File: src/rtl/fir_stream_pkg.sv
// Shared constants for the FIR output stream path.
// Holds default widths, saturation bounds, the output FIFO depth and the
// FIR pipeline latency that sizes the ready watermark. It also provides a
// helper that maps a decimation ratio of 0 to 1.
package fir_stream_pkg;

  localparam int IN_WIDTH_DEF   = 32;
  localparam int OUT_WIDTH_DEF  = 16;
  localparam int FIFO_DEPTH_DEF = 64;

  // Saturation bounds for the default output width.
  localparam int SAT_MAX = (2 ** (OUT_WIDTH_DEF - 1)) - 1;
  localparam int SAT_MIN = -(2 ** (OUT_WIDTH_DEF - 1));

  // The FIR keeps producing samples for this many clocks after tready drops.
  localparam int FIR_LATENCY = 23;
  // Extra headroom on top of the FIR latency: two round/saturate stages,
  // one clock of lag in the registered watermark, and two spare entries.
  localparam int READY_MARGIN_DEF = FIR_LATENCY + 5;

  // A ratio of 0 means "keep every sample", which is the same as a ratio of 1.
  function automatic logic [7:0] eff_ratio(input logic [7:0] r);
    return (r == 8'd0) ? 8'd1 : r;
  endfunction

endpackage

File: src/rtl/sync_fifo_fwft.sv
// Synchronous first-word-fall-through FIFO.
// rd_data_o always shows the head entry while empty_o is low. A write to a
// full FIFO succeeds only if a read happens in the same cycle.
// Ports: clk_i, rst_i (sync, active high), wr_en_i/wr_data_i,
//        rd_en_i/rd_data_o, empty_o, full_o, count_o (fill level).
module sync_fifo_fwft #(
  parameter int WIDTH = 17,
  parameter int DEPTH = 64,
  localparam int AW   = $clog2(DEPTH)
) (
  input  logic             clk_i,
  input  logic             rst_i,
  input  logic             wr_en_i,
  input  logic [WIDTH-1:0] wr_data_i,
  input  logic             rd_en_i,
  output logic [WIDTH-1:0] rd_data_o,
  output logic             empty_o,
  output logic             full_o,
  output logic [AW:0]      count_o
);

  logic [WIDTH-1:0] r_mem [DEPTH];
  logic [AW-1:0]    r_wr_ptr, r_rd_ptr;
  logic [AW:0]      r_count;
  logic             w_wr, w_rd;

  assign empty_o   = (r_count == '0);
  assign full_o    = (r_count == (AW+1)'(DEPTH));
  assign count_o   = r_count;
  assign rd_data_o = r_mem[r_rd_ptr];

  assign w_rd = rd_en_i && !empty_o;
  // On a full FIFO, a same-cycle pop frees the slot the write lands in.
  assign w_wr = wr_en_i && (!full_o || w_rd);

  always_ff @(posedge clk_i) begin
    if (w_wr) r_mem[r_wr_ptr] <= wr_data_i;
  end

  always_ff @(posedge clk_i) begin
    if (rst_i) begin
      r_wr_ptr <= '0;
      r_rd_ptr <= '0;
      r_count  <= '0;
    end else begin
      if (w_wr) r_wr_ptr <= r_wr_ptr + 1'b1;
      if (w_rd) r_rd_ptr <= r_rd_ptr + 1'b1;
      case ({w_wr, w_rd})
        2'b10:   r_count <= r_count + 1'b1;
        2'b01:   r_count <= r_count - 1'b1;
        default: r_count <= r_count;
      endcase
    end
  end

endmodule

File: src/rtl/fir_decim_sat.sv
// Post-FIR stage. It rounds and shifts the 32-bit FIR product, saturates it
// to OUT_WIDTH, keeps 1 of every N samples, and buffers the kept samples in
// a FWFT FIFO for an AXIS consumer.
// Ports: clk_i, rst_i (sync, active high); s_axis_* FIR input, which is
//        always accepted; s_axis_tready_o is the registered watermark fed back
//        to the FIR; dec_ratio_i, shift_i and ovf_clr_i are runtime controls;
//        m_axis_* is the output stream; overflow_o is a sticky drop flag.
// Build option FIR_DECIM_STATS_EN adds sat_cnt_o and drop_cnt_o.
module fir_decim_sat
  import fir_stream_pkg::*;
#(
  parameter int IN_WIDTH     = IN_WIDTH_DEF,
  parameter int OUT_WIDTH    = OUT_WIDTH_DEF,
  parameter int FIFO_DEPTH   = FIFO_DEPTH_DEF,
  parameter int READY_MARGIN = READY_MARGIN_DEF
) (
  input  logic                 clk_i,
  input  logic                 rst_i,
  input  logic [IN_WIDTH-1:0]  s_axis_tdata_i,
  input  logic                 s_axis_tvalid_i,
  input  logic                 s_axis_tlast_i,
  output logic                 s_axis_tready_o,
  input  logic [7:0]           dec_ratio_i,
  input  logic [4:0]           shift_i,
  input  logic                 ovf_clr_i,
  output logic [OUT_WIDTH-1:0] m_axis_tdata_o,
  output logic                 m_axis_tvalid_o,
  output logic                 m_axis_tlast_o,
  input  logic                 m_axis_tready_i,
`ifdef FIR_DECIM_STATS_EN
  output logic [15:0]          sat_cnt_o,
  output logic [15:0]          drop_cnt_o,
`endif
  output logic                 overflow_o
);

  localparam int AW = $clog2(FIFO_DEPTH);
  localparam logic signed [IN_WIDTH:0] SMAX = (IN_WIDTH+1)'((2 ** (OUT_WIDTH-1)) - 1);
  localparam logic signed [IN_WIDTH:0] SMIN = (IN_WIDTH+1)'(-(2 ** (OUT_WIDTH-1)));

  // Round and shift. The 33-bit intermediate cannot wrap for shifts up to 31.
  logic signed [IN_WIDTH:0] w_ext, w_bias, w_rnd;
  assign w_ext  = {s_axis_tdata_i[IN_WIDTH-1], s_axis_tdata_i};
  assign w_bias = (IN_WIDTH+1)'(1) << (shift_i - 5'd1);
  always_comb begin
    w_rnd = w_ext;
    if (shift_i != 5'd0) w_rnd = (w_ext + w_bias) >>> shift_i;
  end

  // Decimation. The ratio is latched only at the start of a period.
  logic [7:0] r_cnt, r_ratio, w_eff;
  logic       w_keep;
  assign w_eff  = (r_cnt == 8'd0) ? eff_ratio(dec_ratio_i) : r_ratio;
  assign w_keep = (r_cnt == 8'd0) || s_axis_tlast_i;

  always_ff @(posedge clk_i) begin
    if (rst_i) begin
      r_cnt   <= 8'd0;
      r_ratio <= 8'd1;
    end else if (s_axis_tvalid_i) begin
      if (r_cnt == 8'd0) r_ratio <= w_eff;
      if (s_axis_tlast_i || (r_cnt == w_eff - 8'd1)) r_cnt <= 8'd0;
      else                                           r_cnt <= r_cnt + 8'd1;
    end
  end

  // Stage 1: the rounded value. Only kept samples are marked valid.
  logic                     r_s1_vld, r_s1_last;
  logic signed [IN_WIDTH:0] r_s1_data;
  // Stage 2: the saturated word to be pushed into the FIFO.
  logic                     r_s2_vld, r_s2_last, r_s2_sat;
  logic [OUT_WIDTH-1:0]     r_s2_data;

  always_ff @(posedge clk_i) begin
    if (rst_i) begin
      r_s1_vld  <= 1'b0;
      r_s1_last <= 1'b0;
      r_s1_data <= '0;
      r_s2_vld  <= 1'b0;
      r_s2_last <= 1'b0;
      r_s2_sat  <= 1'b0;
      r_s2_data <= '0;
    end else begin
      r_s1_vld  <= s_axis_tvalid_i && w_keep;
      r_s1_last <= s_axis_tlast_i;
      r_s1_data <= w_rnd;
      r_s2_vld  <= r_s1_vld;
      r_s2_last <= r_s1_last;
      r_s2_sat  <= (r_s1_data > SMAX) || (r_s1_data < SMIN);
      if (r_s1_data > SMAX)      r_s2_data <= {1'b0, {(OUT_WIDTH-1){1'b1}}};
      else if (r_s1_data < SMIN) r_s2_data <= {1'b1, {(OUT_WIDTH-1){1'b0}}};
      else                       r_s2_data <= r_s1_data[OUT_WIDTH-1:0];
    end
  end

  logic [OUT_WIDTH:0] w_rd_word;
  logic               w_empty, w_full, w_pop, w_drop;
  logic [AW:0]        w_count;

  sync_fifo_fwft #(.WIDTH(OUT_WIDTH+1), .DEPTH(FIFO_DEPTH)) u_fifo (
    .clk_i     (clk_i),
    .rst_i     (rst_i),
    .wr_en_i   (r_s2_vld),
    .wr_data_i ({r_s2_last, r_s2_data}),
    .rd_en_i   (m_axis_tready_i),
    .rd_data_o (w_rd_word),
    .empty_o   (w_empty),
    .full_o    (w_full),
    .count_o   (w_count)
  );

  assign w_pop  = !w_empty && m_axis_tready_i;
  assign w_drop = r_s2_vld && w_full && !w_pop;

  // Gate the stale memory contents so that an empty FIFO presents zeros.
  assign m_axis_tvalid_o = !w_empty;
  assign m_axis_tdata_o  = w_empty ? '0 : w_rd_word[OUT_WIDTH-1:0];
  assign m_axis_tlast_o  = !w_empty && w_rd_word[OUT_WIDTH];

  logic r_rdy, r_ovf;
  assign s_axis_tready_o = r_rdy;
  assign overflow_o      = r_ovf;

  always_ff @(posedge clk_i) begin
    if (rst_i) begin
      r_rdy <= 1'b0;
      r_ovf <= 1'b0;
    end else begin
      r_rdy <= (w_count < (AW+1)'(FIFO_DEPTH - READY_MARGIN));
      // A new drop takes priority over a clear in the same cycle.
      if (w_drop)         r_ovf <= 1'b1;
      else if (ovf_clr_i) r_ovf <= 1'b0;
    end
  end

`ifdef FIR_DECIM_STATS_EN
  logic [15:0] r_sat_cnt, r_drop_cnt;
  assign sat_cnt_o  = r_sat_cnt;
  assign drop_cnt_o = r_drop_cnt;

  always_ff @(posedge clk_i) begin
    if (rst_i || ovf_clr_i) begin
      r_sat_cnt  <= 16'd0;
      r_drop_cnt <= 16'd0;
    end else begin
      if (r_s2_vld && r_s2_sat && (r_sat_cnt != 16'hFFFF)) r_sat_cnt  <= r_sat_cnt + 16'd1;
      if (w_drop && (r_drop_cnt != 16'hFFFF))              r_drop_cnt <= r_drop_cnt + 16'd1;
    end
  end
`endif

endmodule

File: config.mk
export PLATFORM = sky130hd
export DESIGN_NAME = fir_decim_sat
export DESIGN_NICKNAME = d
export VERILOG_FILES = /design/src/rtl/fir_stream_pkg.sv /design/src/rtl/sync_fifo_fwft.sv /design/src/rtl/fir_decim_sat.sv
export SDC_FILE = /design/constraint.sdc
export NUM_CORES = 1
export LEC_CHECK = 0
export CORE_ASPECT_RATIO = 1.2
export CORE_MARGIN = 2
export CORE_UTILIZATION = 40
export DETAILED_ROUTE_END_ITERATION = 10
export PLACE_DENSITY_LB_ADDON = 0.1
export SLEW_MARGIN = 15
export SYNTH_ARGS = -nofsm -noshare
export SYNTH_HDL_FRONTEND = slang
export SYNTH_SLANG_ARGS = --single-unit
File: constraint.sdc
create_clock -name clk_i -period 5.7 [get_ports clk_i]
set_input_delay 1.425 -clock clk_i [delete_from_list [all_inputs] [get_ports clk_i]]
set_output_delay 1.425 -clock clk_i [all_outputs]
set_load 0.02 [all_outputs]
Word level (Yosys, flattened, before mapping):

Memory sizes are Yosys's and may differ from the RTL's. A register that Yosys moved wholly into a read port is not among the register bits.
Index checks and enable logic that the tools add are counted.

* flip-flop bits (word level): 90
* memory bits (writable): 1088
* input port bits: 51
* output and inout port bits: 20
* logic and storage cells: 66
* memories kept: 1

Memory list
* u_fifo.r_mem: depth 64, bits a word 17, rd ports 1, clocked after Yosys merged registers in 1, wr ports 1, line sync_fifo_fwft.sv:22 `logic [WIDTH-1:0] r_mem [DEPTH];`

* $add $sub $neg: 8
* order comparisons: 3
* equal/unequal tests: 4
* shift-type cells: 2
* mux-type cells: 14
* reduce and logical (&&, ||, !) cells: 20

Operators with widths (count)
* adder 32 x 33 -> 33 bit: 1
* > comparator 33 x 16 -> 1 bit (second input constant): 1
* less-than comparator 33 x 16 -> 1 bit (second input constant): 1
* 2-to-1 mux 33 bit: 1
* << shifter 1 x 5 -> 33 bit (first input constant): 1
* >>> shifter 33 x 5 -> 33 bit: 1
* 2-to-1 mux 16 bit: 2
* 2-to-1 mux 8 bit: 3
* zero test 8 bit: 2
* 2-to-1 mux 15 bit: 1
* one-hot mux 7 bit (2 select lines): 1
* adder 6 x 1 -> 6 bit (second input constant): 2
* 2-to-1 mux 6 bit: 2
* adder 8 x 1 -> 8 bit (second input constant): 1
* equality test 8 bit: 1
* subtractor 8 x 1 -> 8 bit (second input constant): 1
* adder 7 x 1 -> 7 bit (second input constant): 1
* equality test 7 bit (second input constant): 1
* zero test 7 bit: 1
* less-than comparator 7 x 6 -> 1 bit (second input constant): 1
* subtractor 7 x 1 -> 7 bit (second input constant): 1
* logical AND 1 bit: 6
* nonzero test 5 bit: 1
* subtractor 5 x 1 -> 5 bit (second input constant): 1
* 8 further kinds: 16

Depth between registers and ports, before layout:

* depth after elaboration: 7
* depth in mapped cells: 18
* gate-level depth less buffers: 16

Cells and area by module:

From an unflattened synthesis, not the netlist that was laid out.

* cell total of the unflattened synthesis: 2908
* area total of the unflattened synthesis: 50297.0 um2

By module, submodules not included
* sync_fifo_fwft: times used 1, cells each 1916, area an instance 42894.9 um2, sequential area each 33171.8 um2
* fir_decim_sat: times used 1, cells each 992, area an instance 7402.1 um2, sequential area each 1421.4 um2

Worst setup path after synthesis:

OpenSTA, ideal clock, no wires.

* kind: input to register
* from: in shift_i[1]
* to: reg r_s1_data[4]
* setup time: 139 ps
* arrival time: 5711 ps
* data required time: 5561 ps
* slack: -150 ps
* stages on the path: 18
* path buffers: 3
* cells stage by stage: clkbuf_1 -> clkinv_1 -> buf_1 -> nand2_1 -> clkbuf_1 -> nor2_1 -> ha_1 -> fa_1 -> a211oi_2 -> o21ai_2 -> a211o_1 -> a2111o_1 -> a21oi_2 -> nor2_1 -> mux4_2 -> mux4_2 -> nand2_1 -> a41oi_1

* word-level cells in the longest chain between the ends: 5
* elaborated cells on any way between the ends: 6
* those cells by class: add/sub: 2; shift: 2; mux: 1; reduce/logical: 1

RTL lines
* start, declared: line fir_decim_sat.sv:24 `input logic [4:0] shift_i,`
* subtractor 5 x 1 -> 5 bit: line fir_decim_sat.sv:44 `assign w_bias = (IN_WIDTH+1)'(1) << (shift_i - 5'd1);`
* << shifter 1 x 5 -> 33 bit: line fir_decim_sat.sv:44
* adder 32 x 33 -> 33 bit: line fir_decim_sat.sv:47 `if (shift_i != 5'd0) w_rnd = (w_ext + w_bias) >>> shift_i;`
* >>> shifter 33 x 5 -> 33 bit: line fir_decim_sat.sv:47
* 2-to-1 mux 33 bit (*): line fir_decim_sat.sv:47
* end signal, assigned: line fir_decim_sat.sv:86 `r_s1_data <= w_rnd;`
* end, declared: line fir_decim_sat.sv:69 `logic signed [IN_WIDTH:0] r_s1_data;`

Mark *: on every way between the ends. The rest lies on a longest branch, timed or not.
A chain may end at the register's enable or synchronous reset.

==> metrics <==
largest net degree at the start of global routing=about 80; DR WL/cell=28.3 um; CP Cell Sequence=buf_12 > buf_12 > mux4_2 > mux4_2 > mux4_2 > nor2b_1 > clkdlybuf4s50_1; antenna violations before repair=2; crit path kind=flip-flop to primary output; Critical Path Fanout Max=50; Synth warnings=0; antenna viol nets, final=0; vias in the first global route=around 28000; ranking of synthesized cells by area=edfxtp_1 (66%), mux4_2 (17%), dfxtp_1 (3.9%); Slowest-stage cell, CP=mux4_2; Worst EP arrival=~4 ns; share of layout cells above drive strength 1=roughly 30%; IO Pins=71; root buf cell=clkbuf_16; initial core utilization=about two fifths; Mapped Area=approximately 50000 um^2; port bufs=70; area grow syn2layout=17.9%; Die Y-Extent=390 um; final WL=around 140 mm; Sequential cell area=~35000 um^2; routability cong.=between 0.9 and 1; global-route wire length before repair=roughly 200 mm; multi-input combinational cell area=14500 um^2; top cell type's share of synthesized area=65.7%; Worst Hold Depth=1; count of different cell masters after synthesis=between 80 and 90; Critical R2R Launch=u_fifo.count_o[2]$_SDFFE_PP0P_; width of the die=about 330 um; max_cap viols=0; Via Count=27000; Worst Min Path Start=r_s1_last$_SDFF_PP0_; most numerous cell in the Yosys netlist=edfxtp_1; Max stage delay on crit path=a little over 0.6 ns; final cell count without fillers=between 4000 and 5000; Core ar.=about 120000 um^2; die area=around 130000 um^2; FF-to-FF End=u_fifo.count_o[6]$_SDFFE_PP0P_; clk sinks=between 1000 and 1500; FF-to-FF setup slack=1.37 ns; Num CTS Buffers=between 100 and 150; result of the run=completed; Final Hold Fails=0; Leak=18.1 nW; GRT Overall Usage=a little over a fifth; final setup fails=0; power per cell area=362 nW/um^2; actual slew at the worst max-slew pin=approximately 1.1 ns; top_reg_cell synth=edfxtp_1; H-tree depth=3; area leader, netlist=edfxtp_1; TritonCTS clock tree=built; relative slew slack=27.7%; CP Launch Type=flip-flop; Seq cells post-synth=around 1200; 1st-iter DRT viols=2317; Crit path max-delay family=multiplexers; RSZ-0062 raised after global routing=false; Hold Crit Class=flip-flop to flip-flop; commonest cells in the netlist=edfxtp_1 (1088), mux4_2 (369), nor2_1 (209); dpl cell area=around 55000 um^2; final core utilization=between 40% and 50%; crit-path most repeated cell=mux4_2; DRC violations left=0; Final HPWL DP=~85 mm; post-synthesis async set-or-reset flop share=0%; DR pass1 iterations=5; Syn Nets=2797; Longest Clk Path Bufs=3; number of flops mapped to enable cells by yosys=approximately 1100; Syn Inst Count=between 2000 and 3000; finished layout cell area=between 50000 and 60000 um^2; Max VDD drop=roughly 0.00042 V; # nets final=3159; Hold Path End=r_s2_last$_SDFF_PP0_; FMAX=around 0.18 GHz; std cell rows=between 100 and 150; CP Buf/Inv Count=3; clock skew=around 0.046 ns; Placed Cells=around 4600; fin crit share=96.0%; part of the Yosys area used for sequential elements=69.6%; max-slew violations=0; Crit. End Element=primary output; Hold-fix buffers, CTS=0; Clock Latency Late Sink=0.74 ns; grt total ovfl=0; vias per cell=between 5 and 6; # fillers=10500; clk slew on worst S/H paths=~0.06 ns; Avg Cell Area, Syn=approximately 18 um^2; WP data required=4.28 ns; Final Critical Period=5.47 ns; R2R depth=16
-- worst reg2reg max path: stages (launching register included) --
cell and delay [ns]:
dfxtp_1 0.33, or3_1 0.41, or4_1 0.46, or3b_2 0.48
and2_1 0.28, inv_1 0.24, ha_1 0.34, inv_1 0.13
fa_1 0.40, nor2b_1 0.17, o21ai_0 0.12, nand2b_1 0.13
a21o_1 0.13, a21oi_1 0.07, xnor2_1 0.13, or3_1 0.30
a21oi_1 0.15
-- cell usage in the layout (no fill, tap or decap), types with 27 or more instances in the layout --
| master | netlist | routed |
|---|---|---|
| edfxtp_1 | 1088 | 1088 |
| clkdlybuf4s50_1 | 0 | 68 |
| ha_1 | 43 | 43 |
| nor2_1 | 209 | 181 |
| clkbuf_16 | 0 | 117 |
| a21oi_1 | 98 | 98 |
| nand2_1 | 97 | 97 |
| mux2i_1 | 32 | 32 |
| xnor2_1 | 32 | 32 |
| xor2_1 | 28 | 28 |
| dfxtp_1 | 96 | 74 |
| nor2_2 | 0 | 28 |
| nor2b_1 | 28 | 28 |
| buf_4 | 3 | 309 |
| clkinv_1 | 1 | 35 |
| mux4_2 | 369 | 369 |
| o21a_1 | 27 | 27 |
| o21ai_0 | 45 | 45 |
| nor3_1 | 30 | 30 |
-- worst max path at each step --
| stage | endpoint | slack (ns) | cells after the start |
|---|---|---|---|
| 2_1_floorplan | r_s1_data[4]$_SDFF_PP0_ | 0.04 | 18 |
| 4_1_cts | m_axis_tdata_o[12] | 0.16 | 7 |
| 3_5_place_dp | r_s1_data[11]$_SDFF_PP0_ | -0.42 | 17 |
| 5_1_grt | m_axis_tdata_o[12] | 0.11 | 7 |
| 3_3_place_gp | r_s1_data[11]$_SDFF_PP0_ | -0.39 | 18 |
| 6_report | m_axis_tdata_o[6] | 0.23 | 7 |
-- routing by layer --
layer,share of wire (%),GRT usage [%],up-vias
li1,-,-,11800
met1,41,27.7,14300
met2,52,38.0,790
met3,4.3,2.58,166
met4,2.6,6.37,0
met5,0,0,-
-- power by group --
part           internal [mW]  switching, mW
clock network           4.45           3.32
registers               9.62          0.199
logic                   1.74           1.92
total                   15.8           5.43
-- stage by stage --
| stage | hold WS (ns) | power (mW) | setup slack (ns) | setup TNS [ns] |
|---|---|---|---|---|
| CTS | 0.438 | 21.5 | 0.156 | 0 |
| global route | 0.463 | 22.0 | 0.113 | 0 |
| global placement | 0.422 | 13.6 | -0.389 | -3.72 |
| floorplan | 0.414 | 12.2 | 0.0424 | 0 |
| finish | 0.443 | 21.2 | 0.230 | 0 |
| detailed placement | 0.421 | 13.7 | -0.418 | -2.88 |
-- cells by family after synthesis --
logic type                 Yosys count  share of synthesized area [%]
buffers and inverters              184                           1.45
adders and majority gates           45                           1.16
xor gates and xnor gates            62                           1.12
and+or+nand+nor                    473                           4.40
AOI/OAI and AO/OA                  346                           4.77
muxes                              407                           17.5
DFF                               1184                           69.6
-- layout make-up --
type                    count  area share, %
well taps                1644           3.51
clock inverters            80           1.49
repair buffers            401           5.90
multi-input cells        1333           24.7
diodes                      2        0.00854
flip-flops and latches   1184           59.1
clock buffers             138           5.13
inverters                  27          0.173
-- sequential cells by signal, summed over array words and instances, names as in the netlist, named ones only --
name             count
r_s2_vld             1
u_fifo.r_wr_ptr      6
u_fifo.r_rd_ptr      6
r_cnt                8
u_fifo.count_o       7
r_s1_data           33
r_s1_last            1
overflow_o           1
r_s2_last            1
r_s1_vld             1
s_axis_tready_o      1
u_fifo.r_mem      1088
r_ratio              8
r_s2_data           16
-- what timing repair did --
| action | 4_1_cts | 5_1_grt |
|---|---|---|
| buffers inserted | 6 | 0 |
| gates resized for setup | 1 | 0 |
| setup endpoints to repair | 15 | 0 |
Power figures use the tool's default switching activity.
